### config.mk
export PLATFORM = sky130hd
export DESIGN_NAME = dport_mux_n
export DESIGN_NICKNAME = d
export VERILOG_FILES = /design/src/rtl/dport_mux_n_pkg.sv /design/src/rtl/dport_mux_n_err.sv /design/src/rtl/dport_mux_n.sv
export SDC_FILE = /design/constraint.sdc
export NUM_CORES = 1
export LEC_CHECK = 0
export CORE_AREA = 4 4 151 153
export DETAILED_ROUTE_END_ITERATION = 16
export DIE_AREA = 0 0 155 157
export PLACE_DENSITY_LB_ADDON = 0.2
export SYNTH_ARGS = -nofsm -noshare
export SYNTH_HDL_FRONTEND = slang
export SYNTH_SLANG_ARGS = --single-unit
### constraint.sdc
create_clock -name clk_i -period 3.05 [get_ports clk_i]
set_input_delay 0.61 -clock clk_i [delete_from_list [all_inputs] [get_ports clk_i]]
set_output_delay 0.61 -clock clk_i [all_outputs]
set_load 0.005 [all_outputs]
### src/rtl/dport_mux_n_pkg.sv
// dport_mux_n_pkg: shared widths, response record and request/decode helpers for the dport router
package dport_mux_n_pkg;
  localparam int DPORT_TAG_W  = 11;
  localparam int DPORT_ADDR_W = 32;
  localparam int DPORT_DATA_W = 32;
  localparam int DPORT_IDX_W  = 3;
  typedef struct packed {
    logic                    ack;
    logic                    error;
    logic [DPORT_DATA_W-1:0] data;
    logic [DPORT_TAG_W-1:0]  tag;
  } dport_rsp_t;
  function automatic logic req_valid(input logic rd, input logic [3:0] wr, input logic inv,
                                     input logic wb, input logic fl);
    return rd | (|wr) | inv | wb | fl;
  endfunction
  function automatic logic region_match(input logic [DPORT_ADDR_W-1:0] addr,
                                        input logic [DPORT_ADDR_W-1:0] base,
                                        input logic [DPORT_ADDR_W-1:0] mask);
    return (addr & mask) == base;
  endfunction
endpackage

### src/rtl/dport_mux_n_err.sv
// dport_mux_n_err: responder for unmapped addresses, acks with error one cycle after accept and echoes the tag
module dport_mux_n_err
  import dport_mux_n_pkg::*;
(
  input  logic                   clk_i,
  input  logic                   rst_i,
  input  logic                   req_i,
  input  logic [DPORT_TAG_W-1:0] tag_i,
  output logic                   ack_o,
  output logic [DPORT_TAG_W-1:0] tag_o
);
  logic                   ack_d, ack_q;
  logic [DPORT_TAG_W-1:0] tag_d, tag_q;
  // capture the tag of the accepted request and ack it on the following cycle
  always_comb begin
    ack_d = req_i;
    tag_d = req_i ? tag_i : tag_q;
  end
  // response register
  always_ff @(posedge clk_i or posedge rst_i) begin
    if (rst_i) begin
      ack_q <= 1'b0;
      tag_q <= '0;
    end else begin
      ack_q <= ack_d;
      tag_q <= tag_d;
    end
  end
  assign ack_o = ack_q;
  assign tag_o = tag_q;
endmodule

### src/rtl/dport_mux_n.sv
// dport_mux_n: address-region router from one dport master to NUM_PORTS slaves with in-order drain (option DPORT_MUX_N_RESP_REG_EN registers the response path)
module dport_mux_n
  import dport_mux_n_pkg::*;
#(
  parameter int                     NUM_PORTS       = 2,
  parameter logic [NUM_PORTS*32-1:0] REGION_BASE    = {32'h80000000, 32'h00000000},
  parameter logic [NUM_PORTS*32-1:0] REGION_MASK    = {32'hF0000000, 32'hFFFC0000},
  parameter int                     FLUSH_PORT      = 1,
  parameter int                     MAX_OUTSTANDING = 4
) (
  input  logic                     clk_i,
  input  logic                     rst_i,
  input  logic [31:0]              mem_addr_i,
  input  logic [31:0]              mem_data_wr_i,
  input  logic                     mem_rd_i,
  input  logic [3:0]               mem_wr_i,
  input  logic                     mem_cacheable_i,
  input  logic [10:0]              mem_req_tag_i,
  input  logic                     mem_invalidate_i,
  input  logic                     mem_writeback_i,
  input  logic                     mem_flush_i,
  output logic [31:0]              mem_data_rd_o,
  output logic                     mem_accept_o,
  output logic                     mem_ack_o,
  output logic                     mem_error_o,
  output logic [10:0]              mem_resp_tag_o,
  output logic [NUM_PORTS*32-1:0]  port_addr_o,
  output logic [NUM_PORTS*32-1:0]  port_data_wr_o,
  output logic [NUM_PORTS-1:0]     port_rd_o,
  output logic [NUM_PORTS*4-1:0]   port_wr_o,
  output logic [NUM_PORTS-1:0]     port_cacheable_o,
  output logic [NUM_PORTS*11-1:0]  port_req_tag_o,
  output logic [NUM_PORTS-1:0]     port_invalidate_o,
  output logic [NUM_PORTS-1:0]     port_writeback_o,
  output logic [NUM_PORTS-1:0]     port_flush_o,
  input  logic [NUM_PORTS-1:0]     port_accept_i,
  input  logic [NUM_PORTS-1:0]     port_ack_i,
  input  logic [NUM_PORTS-1:0]     port_error_i,
  input  logic [NUM_PORTS*32-1:0]  port_data_rd_i,
  input  logic [NUM_PORTS*11-1:0]  port_resp_tag_i
);
  localparam logic [DPORT_IDX_W-1:0] ERR_IDX = DPORT_IDX_W'(NUM_PORTS);
  logic [3:0]             pending_d, pending_q;
  logic [DPORT_IDX_W-1:0] last_tgt_d, last_tgt_q;
  logic [DPORT_IDX_W-1:0] tgt;
  logic                   valid, blocked, accepted, err_req, err_ack;
  logic [DPORT_TAG_W-1:0] err_tag;
  dport_rsp_t             rsp_d;
  assign port_addr_o      = {NUM_PORTS{mem_addr_i}};
  assign port_data_wr_o   = {NUM_PORTS{mem_data_wr_i}};
  assign port_cacheable_o = {NUM_PORTS{mem_cacheable_i}};
  assign port_req_tag_o   = {NUM_PORTS{mem_req_tag_i}};
  // target decode: flush goes to the flush port, else the lowest matching region, else the error responder
  always_comb begin
    tgt = ERR_IDX;
    for (int i = NUM_PORTS - 1; i >= 0; i--)
      if (region_match(mem_addr_i, REGION_BASE[i*32+:32], REGION_MASK[i*32+:32])) tgt = DPORT_IDX_W'(i);
    if (mem_flush_i) tgt = DPORT_IDX_W'(FLUSH_PORT);
  end
  assign valid    = req_valid(mem_rd_i, mem_wr_i, mem_invalidate_i, mem_writeback_i, mem_flush_i);
  assign blocked  = (pending_q != 4'd0 && tgt != last_tgt_q) || pending_q == 4'(MAX_OUTSTANDING);
  assign err_req  = valid && !blocked && tgt == ERR_IDX;
  assign accepted = valid && mem_accept_o;
  // gate strobes to the selected target only and take its accept
  always_comb begin
    port_rd_o         = '0;
    port_wr_o         = '0;
    port_invalidate_o = '0;
    port_writeback_o  = '0;
    port_flush_o      = '0;
    mem_accept_o      = !blocked && tgt == ERR_IDX;
    for (int i = 0; i < NUM_PORTS; i++) begin
      if (!blocked && tgt == DPORT_IDX_W'(i)) begin
        port_rd_o[i]         = mem_rd_i;
        port_wr_o[i*4+:4]    = mem_wr_i;
        port_invalidate_o[i] = mem_invalidate_i;
        port_writeback_o[i]  = mem_writeback_i;
        port_flush_o[i]      = mem_flush_i;
        mem_accept_o         = port_accept_i[i];
      end
    end
  end
  // response mux keyed by the target that owns the outstanding requests
  always_comb begin
    rsp_d = '{ack: err_ack, error: err_ack, data: '0, tag: err_tag};
    for (int i = 0; i < NUM_PORTS; i++)
      if (last_tgt_q == DPORT_IDX_W'(i))
        rsp_d = '{ack: port_ack_i[i], error: port_error_i[i], data: port_data_rd_i[i*32+:32],
                  tag: port_resp_tag_i[i*11+:11]};
  end
  // outstanding count follows the raw ack so draining is never delayed by the optional output register
  always_comb begin
    pending_d  = pending_q + 4'(accepted) - 4'(rsp_d.ack);
    last_tgt_d = accepted ? tgt : last_tgt_q;
  end
  // tracking state
  always_ff @(posedge clk_i or posedge rst_i) begin
    if (rst_i) begin
      pending_q  <= '0;
      last_tgt_q <= '0;
    end else begin
      pending_q  <= pending_d;
      last_tgt_q <= last_tgt_d;
    end
  end
  dport_mux_n_err u_err (
    .clk_i (clk_i),
    .rst_i (rst_i),
    .req_i (err_req),
    .tag_i (mem_req_tag_i),
    .ack_o (err_ack),
    .tag_o (err_tag)
  );
`ifdef DPORT_MUX_N_RESP_REG_EN
  dport_rsp_t rsp_q;
  // registered response path
  always_ff @(posedge clk_i or posedge rst_i) begin
    if (rst_i) rsp_q <= '0;
    else       rsp_q <= rsp_d;
  end
  assign mem_ack_o      = rsp_q.ack;
  assign mem_error_o    = rsp_q.error;
  assign mem_data_rd_o  = rsp_q.data;
  assign mem_resp_tag_o = rsp_q.tag;
`else
  assign mem_ack_o      = rsp_d.ack;
  assign mem_error_o    = rsp_d.error;
  assign mem_data_rd_o  = rsp_d.data;
  assign mem_resp_tag_o = rsp_d.tag;
`endif
endmodule

==> summary.md <==
| Metric | Value |
|---|---|
| Run status | `finished clean` |
| Core area | `roughly 22000 sq um` |
| Clk sinks | `18` |
| Type of origin of the critical path | `input pin` |
| Pleak | `between 2 and 2.5 nW` |
| Crit Path Max Fanout | `7` |
| Main synth FF type | `dfrtp_1` |
| Fmax | `between 0.3 and 0.4 GHz` |
| Sw power | `roughly 0.0011 W` |
| Routed len/inst | `about 15 um` |
| EDFF count, synth | `0` |
| Internal Power | `roughly 0.0019 W` |
| Die area | `24300 sq um` |
| CP Class | `input pin to output pin` |
| DP Area | `4780 sq um` |
| Drt first-iter violations | `42` |
| TritonCTS Buffers | `3` |
| GRT Util Overall | `0.0822` |
| Starting density of the core | `0.141` |
| Layout cells sized above 1 | `0.132` |
| Vias per cell | `3.56` |
| Ys async rst share | `1.00` |
| Final min period | `2.91 ns` |
| Cell Pwr Density | `615 nW/um^2` |
| Netlist Area Pre-Place | `3040 sq um` |
| Worst hold slack | `between 0.5 and 0.6 ns` |
| RSZ-0062 raised after global routing | `no` |
| Most frequent cells in the layout | `clkdlybuf4s50_1, mux2i_1, nor2_1` |
| Post-route setup TNS | `0 ns` |
| Clk root buf | `clkbuf_16` |
| Min-delay src | `u_err.tag_o[4]` |
| Clock power share | `0.091` |
| Post-Syn Nets | `approximately 570` |
| Met1 wire length | `slightly below 4000 um` |
| Worst r2r src | `pending_q[2]` |
| Hold Buf Count CTS | `0` |
| Syn. warnings | `0` |
| Seq cells post-synth | `18` |
| Slew Viols, Final | `0` |
| DIE HEIGHT | `~160 um` |
| Post-Syn Area per Cell | `7.99 sq um` |
| CP startpoint | `mem_flush_i` |
| Nets | `670` |
| IO Port Bufs | `237` |
| # DRC | `0` |
| Post-Syn Instances | `~380` |
| Final setup violation count | `0` |
| Detailed Place HPWL | `9700 um` |
| Arr. time, crit path | `~2.3 ns` |
| Critical path required time | `around 2.4 ns` |
| Max Buffers Root-to-Sink | `2` |
| Vias | `between 2k and 3k` |
| Vias in the first global route | `2957` |
| Worst slew pin tran | `approximately 0.75 ns` |
| Hold Vio Cnt, Final | `0` |
| Global route overflow | `0` |
| Synth unique cells | `40` |
| Final setup margin | `around 0.14 ns` |
| Chip Width | `around 160 um` |
| N_diodes | `0` |
| Top routing layer used | `met4` |
| Clk_skew | `0.00203 ns` |
| Antenna Nets Post-Route | `0` |
| WL final | `roughly 11000 um` |
| # H-tree levels | `1` |
| Worst rel slew slack | `0.499` |
| Combinational power share | `0.758` |
| Design Area, Final | `about 4900 sq um` |
| Largest net degree at the start of global routing | `48` |
| Critical Path End Type | `output pin` |
| Most common cell after layout, fill and taps aside | `clkdlybuf4s50_1` |
| Initial antenna violation count | `0` |
| CTS tree | `built` |
| Ports | `just under 400` |
| Switching Share | `0.376` |
| Drt pass-1 iters | `4` |
| Worst-Skew Late Latency | `around 0.25 ns` |
| Worst vdd ir | `approximately 0.32 mV` |
| HP Class | `flip-flop to flip-flop` |
| Reg clk slew, reported paths | `roughly 0.060 ns` |
| Flop pwr share | `0.151` |
| First-pass GRT wire length | `approximately 16000 um` |
| Number of cell rows | `54` |
| Post-synthesis sequential area ratio | `0.148` |
| WL met2 | `about 6000 um` |
| Layout area overhead | `60.9%` |
| Pre-CTS setup slack | `-0.369 ns` |
| Period utilization | `0.953` |
| Routability Congestion | `between 0.7 and 0.8` |
| Max_cap viols | `0` |
| Met3 wire len | `a little under 900 um` |
==> power by group through the flow <==
stage | Combinational (W) | Sequential [W] | Clock, W
2_1_floorplan | 0.00131 | 0.000421 | 0
3_3_place_gp | 0.00233 | 0.000458 | 0
3_5_place_dp | 0.00234 | 0.000457 | 0
4_1_cts | 0.00235 | 0.000457 | 0.000282
5_1_grt | 0.00255 | 0.000475 | 0.000290
6_report | 0.00229 | 0.000454 | 0.000274
==> per-layer routing <==
metal	vias up	track usage
met2	157	0.154
met4	0	0.0320
met1	1223	0.0902
li1	1295	-
met5	-	0
met3	44	0.0176
==> cell families (layout without fill, tap and decap cells) <==
kind of cell / count (synthesis) / in the layout / synth area share
simple gates: 86 / 86 / 0.144
buf+inv: 185 / 288 / 0.421
flops: 18 / 18 / 0.148
mux: 54 / 54 / 0.187
xor+xnor: 3 / 3 / 0.00863
compound gates: 27 / 27 / 0.0584
other cells: 1 / 1 / 0.00123
fa+ha+maj: 7 / 7 / 0.0312
==> path summary, 6_finish.rpt <==
path                                  end  cells after the start  slack, ns
setup / recovery             port_wr_o[5]                      7       0.14
hold / removal             u_err.tag_o[4]                      1       0.50
setup reg to reg             pending_q[2]                     12       0.53
hold reg to reg            u_err.tag_o[4]                      1       0.50
max in group asynchronous   last_tgt_q[1]                      2       1.73
min in group asynchronous  u_err.tag_o[5]                      2       0.80
==> registers in the layout, indices dropped and copies added, names as in the netlist <==
signal       cells
pending_q        4
u_err.ack_o      1
u_err.tag_o     11
last_tgt_q       2
==> per-stage QoR <==
step	std cells	util	power [W]
floorplan	381	-	0.00173
detailed placement	759	0.222	0.00280
global placement	759	0.222	0.00279
CTS	765	0.227	0.00309
global route	764	0.227	0.00331
finish	764	0.227	0.00301
==> worst max-delay path, stage by stage <==
cell	delay (ns)
clkdlybuf4s50_1	0.50
buf_4	0.15
a21oi_2	0.06
a211oi_2	0.17
buf_4	0.17
and2_1	0.12
clkdlybuf4s50_1	0.52
==> cell usage after synthesis, types with 2 or more instances <==
cell type	count	share of area
nand3_1	4	0.0066
xor2_1	2	0.0058
dfrtp_1	18	0.15
buf_2	5	0.0082
inv_1	18	0.022
mux2_2	7	0.026
buf_4	153	0.38
o21ai_0	11	0.018
nor4_2	2	0.0082
nor2_1	42	0.052
nor3_1	2	0.0033
nor3b_1	3	0.0074
nand2b_1	2	0.0041
a21o_1	2	0.0049
mux2_4	4	0.020
and2_1	7	0.014
a21oi_2	2	0.0058
nor2b_1	3	0.0062
a21oi_1	4	0.0066
nand2_1	13	0.016
ha_1	6	0.025
a211oi_1	3	0.0074
clkbuf_1	8	0.0099
nor4_1	2	0.0041
mux2i_1	43	0.14
==> cell type report <==
class                   instances  area [sq um]
clock buffers                   4          78.8
fillers                      2353         16700
inverters                      18          67.6
multi-input cells             178          1360
flip-flops and latches         18           453
well taps                     280           350
repair buffers                266          2590
==> repair_timing <==
action	CTS	global route
setup buffers	2	0
resized for setup	28	4
setup endpoints to repair	18	6
pin swaps	5	5
Note: power is estimated with default switching activity, not from simulation.
